==> config.mk <==
export PLATFORM = sky130hd
export DESIGN_NAME = counter_n_io
export DESIGN_NICKNAME = d
export VERILOG_FILES = /design/src/rtl/counter_pkg.sv /design/src/rtl/counter_chan.sv /design/src/rtl/counter_n_io.sv
export SDC_FILE = /design/constraint.sdc
export NUM_CORES = 1
export LEC_CHECK = 0
export ABC_AREA = 1
export CAP_MARGIN = 25
export CORE_MARGIN = 3
export CORE_UTILIZATION = 46
export DETAILED_ROUTE_END_ITERATION = 10
export PLACE_DENSITY = 0.71
export SYNTH_ARGS = -nofsm -noshare
export SYNTH_HDL_FRONTEND = slang
export SYNTH_SLANG_ARGS = --single-unit
==> constraint.sdc <==
create_clock -name clk -period 2.91 [get_ports clk]
set_clock_uncertainty 0.05 [all_clocks]
set_input_delay 0.4365 -clock clk [delete_from_list [all_inputs] [get_ports clk]]
set_output_delay 0.4365 -clock clk [all_outputs]
set_load 0.05 [all_outputs]
==> src/rtl/counter_pkg.sv <==
// Shared encodings for the N-channel timer/counter.
package counter_pkg;

  // Counting modes held in control word bits [1:0].
  localparam logic [1:0] MODE_ONESHOT  = 2'd0;
  localparam logic [1:0] MODE_PERIODIC = 2'd1;
  localparam logic [1:0] MODE_SQUARE   = 2'd2;
  localparam logic [1:0] MODE_RSVD     = 2'd3;

  // Control word bit positions.
  localparam int unsigned CTRL_EN = 2;
  localparam int unsigned CTRL_IE = 3;

  // Field layout of the 4 meaningful control bits, MSB first.
  typedef struct packed {
    logic       ie;
    logic       en;
    logic [1:0] mode;
  } ctrl_t;

  // A channel accepts count events only when enabled, in a real mode, with a non-zero reload.
  function automatic logic chan_active(input ctrl_t ctrl, input logic reload_nz);
    return ctrl.en && (ctrl.mode != MODE_RSVD) && reload_nz;
  endfunction

endpackage

==> src/rtl/counter_chan.sv <==
// One timer channel: tick edge detect, count/reload/control registers and terminal output.
module counter_chan
  import counter_pkg::*;
#(
  parameter int unsigned Width = 32
) (
  input  logic             clk_i,
  input  logic             rst_i,
  input  logic             tick_i,
  input  logic             we_i,
  input  logic             ctrl_sel_i,
  input  logic [Width-1:0] wdata_i,
  output logic [Width-1:0] count_o,
  output logic             out_o,
  output logic             terminal_o,
  output logic             irq_en_o
);

  localparam logic [Width-1:0] One = Width'(1);

  logic [Width-1:0] count_q, count_d;
  logic [Width-1:0] reload_q, reload_d;
  ctrl_t            ctrl_q, ctrl_d;
  logic             tick_q;
  logic             out_q, out_d;
  logic             terminal;
  logic             tick_evt;
  logic             active;

  assign tick_evt = tick_i & ~tick_q;
  assign active   = chan_active(ctrl_q, reload_q != '0);

  // Next-state: bus writes take priority over count events in the same cycle.
  always_comb begin
    count_d  = count_q;
    reload_d = reload_q;
    ctrl_d   = ctrl_q;
    out_d    = out_q;
    terminal = 1'b0;

    // Periodic output is a single-clk pulse, so it falls unless re-fired below.
    if (ctrl_q.mode == MODE_PERIODIC) begin
      out_d = 1'b0;
    end

    if (we_i) begin
      if (ctrl_sel_i) begin
        ctrl_d = ctrl_t'(wdata_i[3:0]);
        if (wdata_i[1:0] != ctrl_q.mode) begin
          out_d   = 1'b0;
          count_d = reload_q;
        end
      end else begin
        reload_d = wdata_i;
        count_d  = wdata_i;
        out_d    = 1'b0;
      end
    end else if (tick_evt && active) begin
      case (ctrl_q.mode)
        MODE_ONESHOT: begin
          if (count_q != '0) begin
            count_d = count_q - One;
            if (count_q == One) begin
              out_d    = 1'b1;
              terminal = 1'b1;
            end
          end
        end
        MODE_PERIODIC: begin
          if (count_q == One) begin
            count_d  = reload_q;
            out_d    = 1'b1;
            terminal = 1'b1;
          end else if (count_q != '0) begin
            count_d = count_q - One;
          end else begin
            // Never wrap below zero: restart the period instead.
            count_d = reload_q;
          end
        end
        MODE_SQUARE: begin
          if (count_q == One) begin
            count_d  = reload_q;
            out_d    = ~out_q;
            terminal = 1'b1;
          end else if (count_q != '0) begin
            count_d = count_q - One;
          end else begin
            count_d = reload_q;
          end
        end
        default: begin
        end
      endcase
    end
  end

  // State registers with synchronous active-high reset.
  always_ff @(posedge clk_i) begin
    if (rst_i) begin
      count_q  <= '0;
      reload_q <= '0;
      ctrl_q   <= '0;
      tick_q   <= 1'b0;
      out_q    <= 1'b0;
    end else begin
      count_q  <= count_d;
      reload_q <= reload_d;
      ctrl_q   <= ctrl_d;
      tick_q   <= tick_i;
      out_q    <= out_d;
    end
  end

  assign count_o    = count_q;
  assign out_o      = out_q;
  assign terminal_o = terminal;
  assign irq_en_o   = ctrl_q.ie;

endmodule

==> src/rtl/counter_n_io.sv <==
// N-channel programmable timer/counter: write decode, pending-interrupt register, read-back mux.
module counter_n_io
  import counter_pkg::*;
#(
  parameter  int unsigned NCH   = 4,
  parameter  int unsigned WIDTH = 32,
  localparam int unsigned CHW   = $clog2(NCH)
) (
  input  logic             clk,
  input  logic             rst,
  input  logic [NCH-1:0]   tick,
  input  logic             counter_we,
  input  logic             counter_ctrl,
  input  logic [CHW-1:0]   counter_ch,
  input  logic [WIDTH-1:0] counter_val,
  input  logic [CHW-1:0]   rd_ch,
  input  logic [NCH-1:0]   irq_clr,
  output logic [NCH-1:0]   counter_out,
  output logic [WIDTH-1:0] counter_rd,
  output logic [NCH-1:0]   irq_pending,
  output logic             irq
);

  logic [WIDTH-1:0] count [NCH];
  logic [NCH-1:0]   we_ch;
  logic [NCH-1:0]   terminal;
  logic [NCH-1:0]   irq_en;
  logic [NCH-1:0]   pending_q, pending_d;
  logic [WIDTH-1:0] rd_q, rd_d;

  for (genvar i = 0; i < NCH; i++) begin : g_chan
    assign we_ch[i] = counter_we && (counter_ch == CHW'(i));

    counter_chan #(
      .Width(WIDTH)
    ) u_chan (
      .clk_i      (clk),
      .rst_i      (rst),
      .tick_i     (tick[i]),
      .we_i       (we_ch[i]),
      .ctrl_sel_i (counter_ctrl),
      .wdata_i    (counter_val),
      .count_o    (count[i]),
      .out_o      (counter_out[i]),
      .terminal_o (terminal[i]),
      .irq_en_o   (irq_en[i])
    );
  end

  // Clear first, then set, so a terminal coinciding with a clear leaves the flag pending.
  always_comb begin
    pending_d = pending_q & ~irq_clr;
    pending_d = pending_d | (terminal & irq_en);
  end

  // Read-back selects the pre-update count; unimplemented channel indices read as zero.
  always_comb begin
    rd_d = '0;
    if (int'(rd_ch) < int'(NCH)) begin
      rd_d = count[rd_ch];
    end
  end

  // Pending flags and registered read-back.
  always_ff @(posedge clk) begin
    if (rst) begin
      pending_q <= '0;
      rd_q      <= '0;
    end else begin
      pending_q <= pending_d;
      rd_q      <= rd_d;
    end
  end

  assign irq_pending = pending_q;
  assign irq         = |pending_q;
  assign counter_rd  = rd_q;

endmodule

==> results of run 1 <==
## per-layer routing
layer / track usage / vias to the layer above
met5: 0 / -
met1: 0.437 / 10672
li1: - / 11788
met3: 0.0703 / 185
met4: 0.149 / 2
met2: 0.447 / 1128
## kinds of logic (layout without fill, tap and decap cells)
family | after synthesis | count (layout) | synth area share
AND/OR/NAND/NOR | 2185 | 2185 | 0.412
buffers and inverters | 633 | 679 | 0.114
AO/OA/AOI/OAI | 504 | 504 | 0.125
flip-flops | 316 | 316 | 0.294
XOR/XNOR | 88 | 88 | 0.0358
adder cells (fa/ha/maj) | 32 | 32 | 0.0186
other | 0 | 1 | 0
## sequential cells by signal (all words and copies together) (netlist names)
register and count:
g_chan.u_chan.count_o 128, g_chan.u_chan.irq_en_o 4, g_chan.u_chan.tick_q 4, counter_rd 32, irq_pending 4, g_chan.u_chan.ctrl_q 12
g_chan.u_chan.out_o 4, g_chan.u_chan.reload_q 128
## cell usage after synthesis, types with 3 or more instances
cell      instances
nor2_1         1023
nand2_1         795
inv_1           428
a21oi_1         332
dfxtp_1         316
nand3_1         227
clkbuf_1        118
nand4_1         109
o21ai_0         106
xor2_1           88
o21a_1           58
buf_1            33
buf_2            33
ha_1             32
buf_4            10
nor3_1            9
inv_2             8
a21oi_2           6
nor2_2            6
clkinv_1          3
nor4_1            3
## cell type report
type | instances | share of cell area
diodes | 1 | 0.000102
well taps | 600 | 0.0306
clock buffers | 50 | 0.0440
repair buffers | 172 | 0.0696
multi-input cells | 2809 | 0.520
flip-flops and latches | 316 | 0.258
inverters | 439 | 0.0675
clock inverters | 18 | 0.00965
## how the worst max path moves through the flow
stage | from | slack (ns) | end | cells after the start
floorplan | g_chan[3].u_chan.ctrl_q[0] | 1.02 | g_chan[3].u_chan.count_o[10] | 10
global placement | counter_ch[1] | 0.19 | g_chan[2].u_chan.count_o[24] | 11
detailed placement | counter_ch[1] | 0.19 | g_chan[2].u_chan.count_o[26] | 11
CTS | irq_pending[0] | 0.16 | irq | 2
global route | irq_pending[0] | 0.15 | irq | 2
finish | irq_pending[0] | 0.12 | irq | 2
## tightest hold or removal path: stages
cell,delay (ns)
clkdlybuf4s50_1,0.39
inv_1,0.07
nor2_1,0.04
## stage by stage
| step | worst slack (ns) | cell area, µm² | std cells |
|---|---|---|---|
| floorplan | 1.02 | 21500 | 3758 |
| global placement | 0.186 | 23200 | 4336 |
| detailed placement | 0.192 | 23200 | 4336 |
| CTS | 0.158 | 24500 | 4404 |
| global route | 0.146 | 24500 | 4404 |
| finish | 0.119 | 24500 | 4405 |
## power breakdown
| part | leakage [nW] | internal (mW) | switching, mW | total [mW] |
|---|---|---|---|---|
| Combinational | 8.36 | 1.17 | 2.45 | 3.62 |
| Sequential | 2.58 | 4.54 | 0.242 | 4.78 |
| Clock | 0.643 | 3.06 | 2.09 | 5.15 |
| Total | 11.6 | 8.77 | 4.78 | 13.5 |
==> flow_summary.toml, run 1 <==
[cells_and_area]
fill_cells = 4804
syn_to_final_growth_pct = 13.9
fin_util = 0.535
seqCellArea_mm2 = 0.00633
fin_nets = 3856
layout_commonest_cell = "nor2_1"
drive_above_1_share = 0.0497
multi_input_area_mm2 = 0.0127
final_cell_mix = "1019 x nor2_1, 793 x nand2_1, 427 x inv_1"

[min_path]
hold_depth = 3
hold_path_startpoint = "tick[3]"
hold_end = "g_chan[3].u_chan.tick_q"
hp-class = "in2reg"

[clock_tree]
cts-root-buf = "clkbuf_16"
path_clk_slew_ns = 0.06
cts_tree = "built"
cts-resized-gates = 0
cts_buffers = 38
cts_max_level = 2
clockBufferDepth = 3
cts.sink_count = 316
post-cts-setup-buffers = 0
clock_latency_ns = 0.58
postCtsHoldBufs = 0

[status]
status = "complete, no violations"

[floorplan]
chipHeight_um = 222
row_count = 78
coreArea_mm2 = 0.0458
dieArea_mm2 = 0.0494
die_width_um = 222
io_pins = 89
start_util = 0.470

[critical_path]
endpoint_kind = "output pin"
path_cells = "or4_1, clkdlybuf4s50_1"
cp_top_family = "buffers and inverters"
arrival_ns = 2.30
startpoint_type = "register"
r2r_slack_ns = 0.49
crit_required_ns = 2.42
cp_max_fo = 3
r2r-end = "g_chan[3].u_chan.count_o[29]"
ff2ff_path_depth = 13
r2r_start = "g_chan[3].u_chan.count_o[22]"
critPathKind = "reg2out"
max_stage_delay_ns = 0.71
path_buf_inv = 1
crit_slowest_cell = "clkdlybuf4s50_1"

[logic_synthesis]
avgSynthCellArea_um2 = 5.72
ys.warnings.count = 0
synthFlopType = "dfxtp_1"
seq_area_frac_synth = 0.294
ys_ff_latch = 316
yosys-top-cells-area = "dfxtp_1 29%, nor2_1 18%, nand2_1 14%"
syn_area_mm2 = 0.0215
synth_nets = 3838
yosys.area.top_type_share = 0.294
syn_inst = 3758
netlist-cell-type-count = 30
async_reset_ff_frac = 0
synth_top_area_cell = "dfxtp_1"
synth_edf_count = 0

[pwr]
finalPower_mw = 13.5
p_leak_nw = 11.6
vdd_drop_max_mv = 0.393
power_density_mw_per_mm2 = 553

[grt]
grt_pass1_vias = 21396
gr-total-overflow = 0
track_usage = 0.310
antenna_found_initial = 3
grt_max_degree = 115
grt_pass1_wl_um = 121000

[detailed_routing]
wl_met2_um = 32200
wl_met3_um = 8610
highest_layer = "met5"
drt_iter0_drc = 2646
wl_um = 79600
wl_met1_um = 34600
ant_nets = 0
dr.pass1.iters = 6
drc = 0
viasPerCell = 5.40
wl_per_cell_um = 18.1
vias = 23775

[job]
cap_violations = 0

[placement]
port_buffers = 88
dp_hpwl_um = 56600
gp_congestion = 0.966

[timing]
hold_violations = 0
grt_setup_unrepaired = "no"
setup_violations = 0
whs_ns = 0.361
fin_tns_setup_ns = 0
worstMarginPinSlew_ns = 1.01
fmax_mhz = 358
finalCriticalPeriod_ns = 2.79
period_share = 0.959
drv_slew = 0
relSlewSlack = 0.319
(Power assumes the default switching activity.)
==> run 2: changes to the inputs <==
CORE_UTILIZATION = 40   (was 46)
PLACE_DENSITY = 0.64   (was 0.71)
==> run 2 against run 1 <==
  * Non-clock buffer count is 7 higher
  * Worst setup slack improved by 0.015 ns
  * Maximum frequency rose by 0.53%
  * Routed wire length grew 2.5%
  * Count of clock-buffer cells in the layout grew 10
  * First-iteration DRC count grew 5.2%
  * Total power rose by 0.44%
  * Clock power about the same
  * Sequential power hardly changed
  * Sequential share of layout area fell by 0.21 points
  * Flip-flop and latch count stayed put
  * Critical path type unchanged
  * Largest cell class unchanged
==> flow_summary.toml, run 2 (same netlist as run 1, synthesis figures left out) <==
[clock_tree]
path_clk_slew_ns = 0.06
postCtsHoldBufs = 0
cts-resized-gates = 0
post-cts-setup-buffers = 0
clockBufferDepth = 3
cts-root-buf = "clkbuf_16"
clock_latency_ns = 0.59
cts_buffers = 41
cts.sink_count = 316
cts_max_level = 2
cts_tree = "built"

[timing]
setup_violations = 0
drv_slew = 0
fmax_mhz = 360
grt_setup_unrepaired = "no"
period_share = 0.954
hold_violations = 0
fin_tns_setup_ns = 0
worstMarginPinSlew_ns = 0.786
finalCriticalPeriod_ns = 2.78
fin_ws_ns = 0.133
relSlewSlack = 0.476

[floorplan]
chipHeight_um = 238
die_width_um = 238
dieArea_mm2 = 0.0566
start_util = 0.407
io_pins = 89
row_count = 84
coreArea_mm2 = 0.0529

[grt]
grt_pass1_vias = 21246
antenna_found_initial = 2
grt_max_degree = 71
gr-total-overflow = 0
grt_pass1_wl_um = 125000
track_usage = 0.283

[placement]
gp_congestion = 0.956
dp_hpwl_um = 58900
port_buffers = 88
place_area_mm2 = 0.0233
dp_worst_setup_slack_ns = 0.242
dp.cells = 4431

[detailed_routing]
dr.pass1.iters = 6
drt_iter0_drc = 2783
highest_layer = "met4"
wl_um = 81600
viasPerCell = 5.26
wl_met1_um = 38100
ant_nets = 0
drc = 0
wl_per_cell_um = 18.1
wl_met3_um = 7480
wl_met2_um = 32000
vias = 23719

[cells_and_area]
drive_above_1_share = 0.0519
syn_to_final_growth_pct = 14.9
multi_input_area_mm2 = 0.0127
fill_cells = 5736
final_cell_count_no_fill = 4506
seqCellArea_mm2 = 0.00633
stdcell_area_mm2 = 0.0247
final_cell_mix = "1019 x nor2_1, 793 x nand2_1, 427 x inv_1"
layout_commonest_cell = "nor2_1"
fin_nets = 3866

[min_path]
hold_end = "g_chan[0].u_chan.reload_q[22]"
hp-class = "in2reg"
hold_depth = 2
hold_path_startpoint = "rst"

[pwr]
p_sw_frac = 0.353
internal_power_mw = 8.80
finalPower_mw = 13.6
p_leak_nw = 11.6
clkPwrFrac = 0.381
combPwrFrac = 0.269
power_frac_seq = 0.350
power_switching_mw = 4.81
power_density_mw_per_mm2 = 551
vdd_drop_max_mv = 0.379

[critical_path]
r2r_slack_ns = 0.50
cp_max_fo = 3
arrival_ns = 2.29
r2r_start = "g_chan[0].u_chan.count_o[14]"
r2r-end = "g_chan[0].u_chan.count_o[7]"
crit_required_ns = 2.42
ff2ff_path_depth = 12
endpoint_kind = "output pin"
critPathKind = "reg2out"
startpoint_type = "register"

[status]
status = "complete, no violations"

[job]
cap_violations = 0
[run 2: cell types whose count changed in the layout (fill, tap and decap cells not counted)]
cell / delta
buf_4: +7
bufinv_16: -3
clkbuf_1: +4
clkbuf_16: +4
clkbuf_8: +2
clkinv_2: +2
clkinvlp_4: -2
inv_8: -1
[run 2: cell type report]
type | instances | area share
multi-input combinational | 2809 | 0.516
sequential | 316 | 0.256
timing repair buffer | 179 | 0.0711
inverter | 439 | 0.0669
clock buffer | 60 | 0.0494
tap | 688 | 0.0349
clock inverter | 14 | 0.00527
antenna | 1 | 0.000101
[run 2: through the flow]
step           hold slack, ns   util
3_5_place_dp            0.402  0.442
4_1_cts                 0.193  0.467
2_1_floorplan           0.380      -
5_1_grt                 0.233  0.467
3_3_place_gp            0.395  0.442
6_report                0.222  0.467
[run 2: critical path: stages, from the launching register on]
cell and delay [ns]:
dfxtp_1 0.48, or4_1 0.53, clkdlybuf4s50_1 0.71
[run 2: power by group through the flow]
stage / logic, mW / clock network [mW] / registers [mW]
after floorplan: 2.43 / 0 / 4.88
after global placement: 3.56 / 0 / 4.85
after detailed placement: 3.57 / 0 / 4.85
after CTS: 3.59 / 5.25 / 4.76
after global routing: 4.09 / 5.42 / 4.79
final: 3.66 / 5.18 / 4.77
[run 2: how the worst max path moves through the flow]
stage,start,end,slack [ns]
floorplan,g_chan[3].u_chan.ctrl_q[0],g_chan[3].u_chan.count_o[10],1.02
global placement,counter_val[1],g_chan[0].u_chan.count_o[9],0.29
detailed placement,counter_ch[1],g_chan[2].u_chan.count_o[18],0.24
CTS,irq_pending[0],irq,0.13
global route,irq_pending[0],irq,0.06
finish,irq_pending[0],irq,0.13
[run 2: metal layers]
layer	GRT usage	up-vias
met3	0.0502	154
met1	0.416	10765
met5	0	-
met4	0.128	0
li1	-	11799
met2	0.400	1001
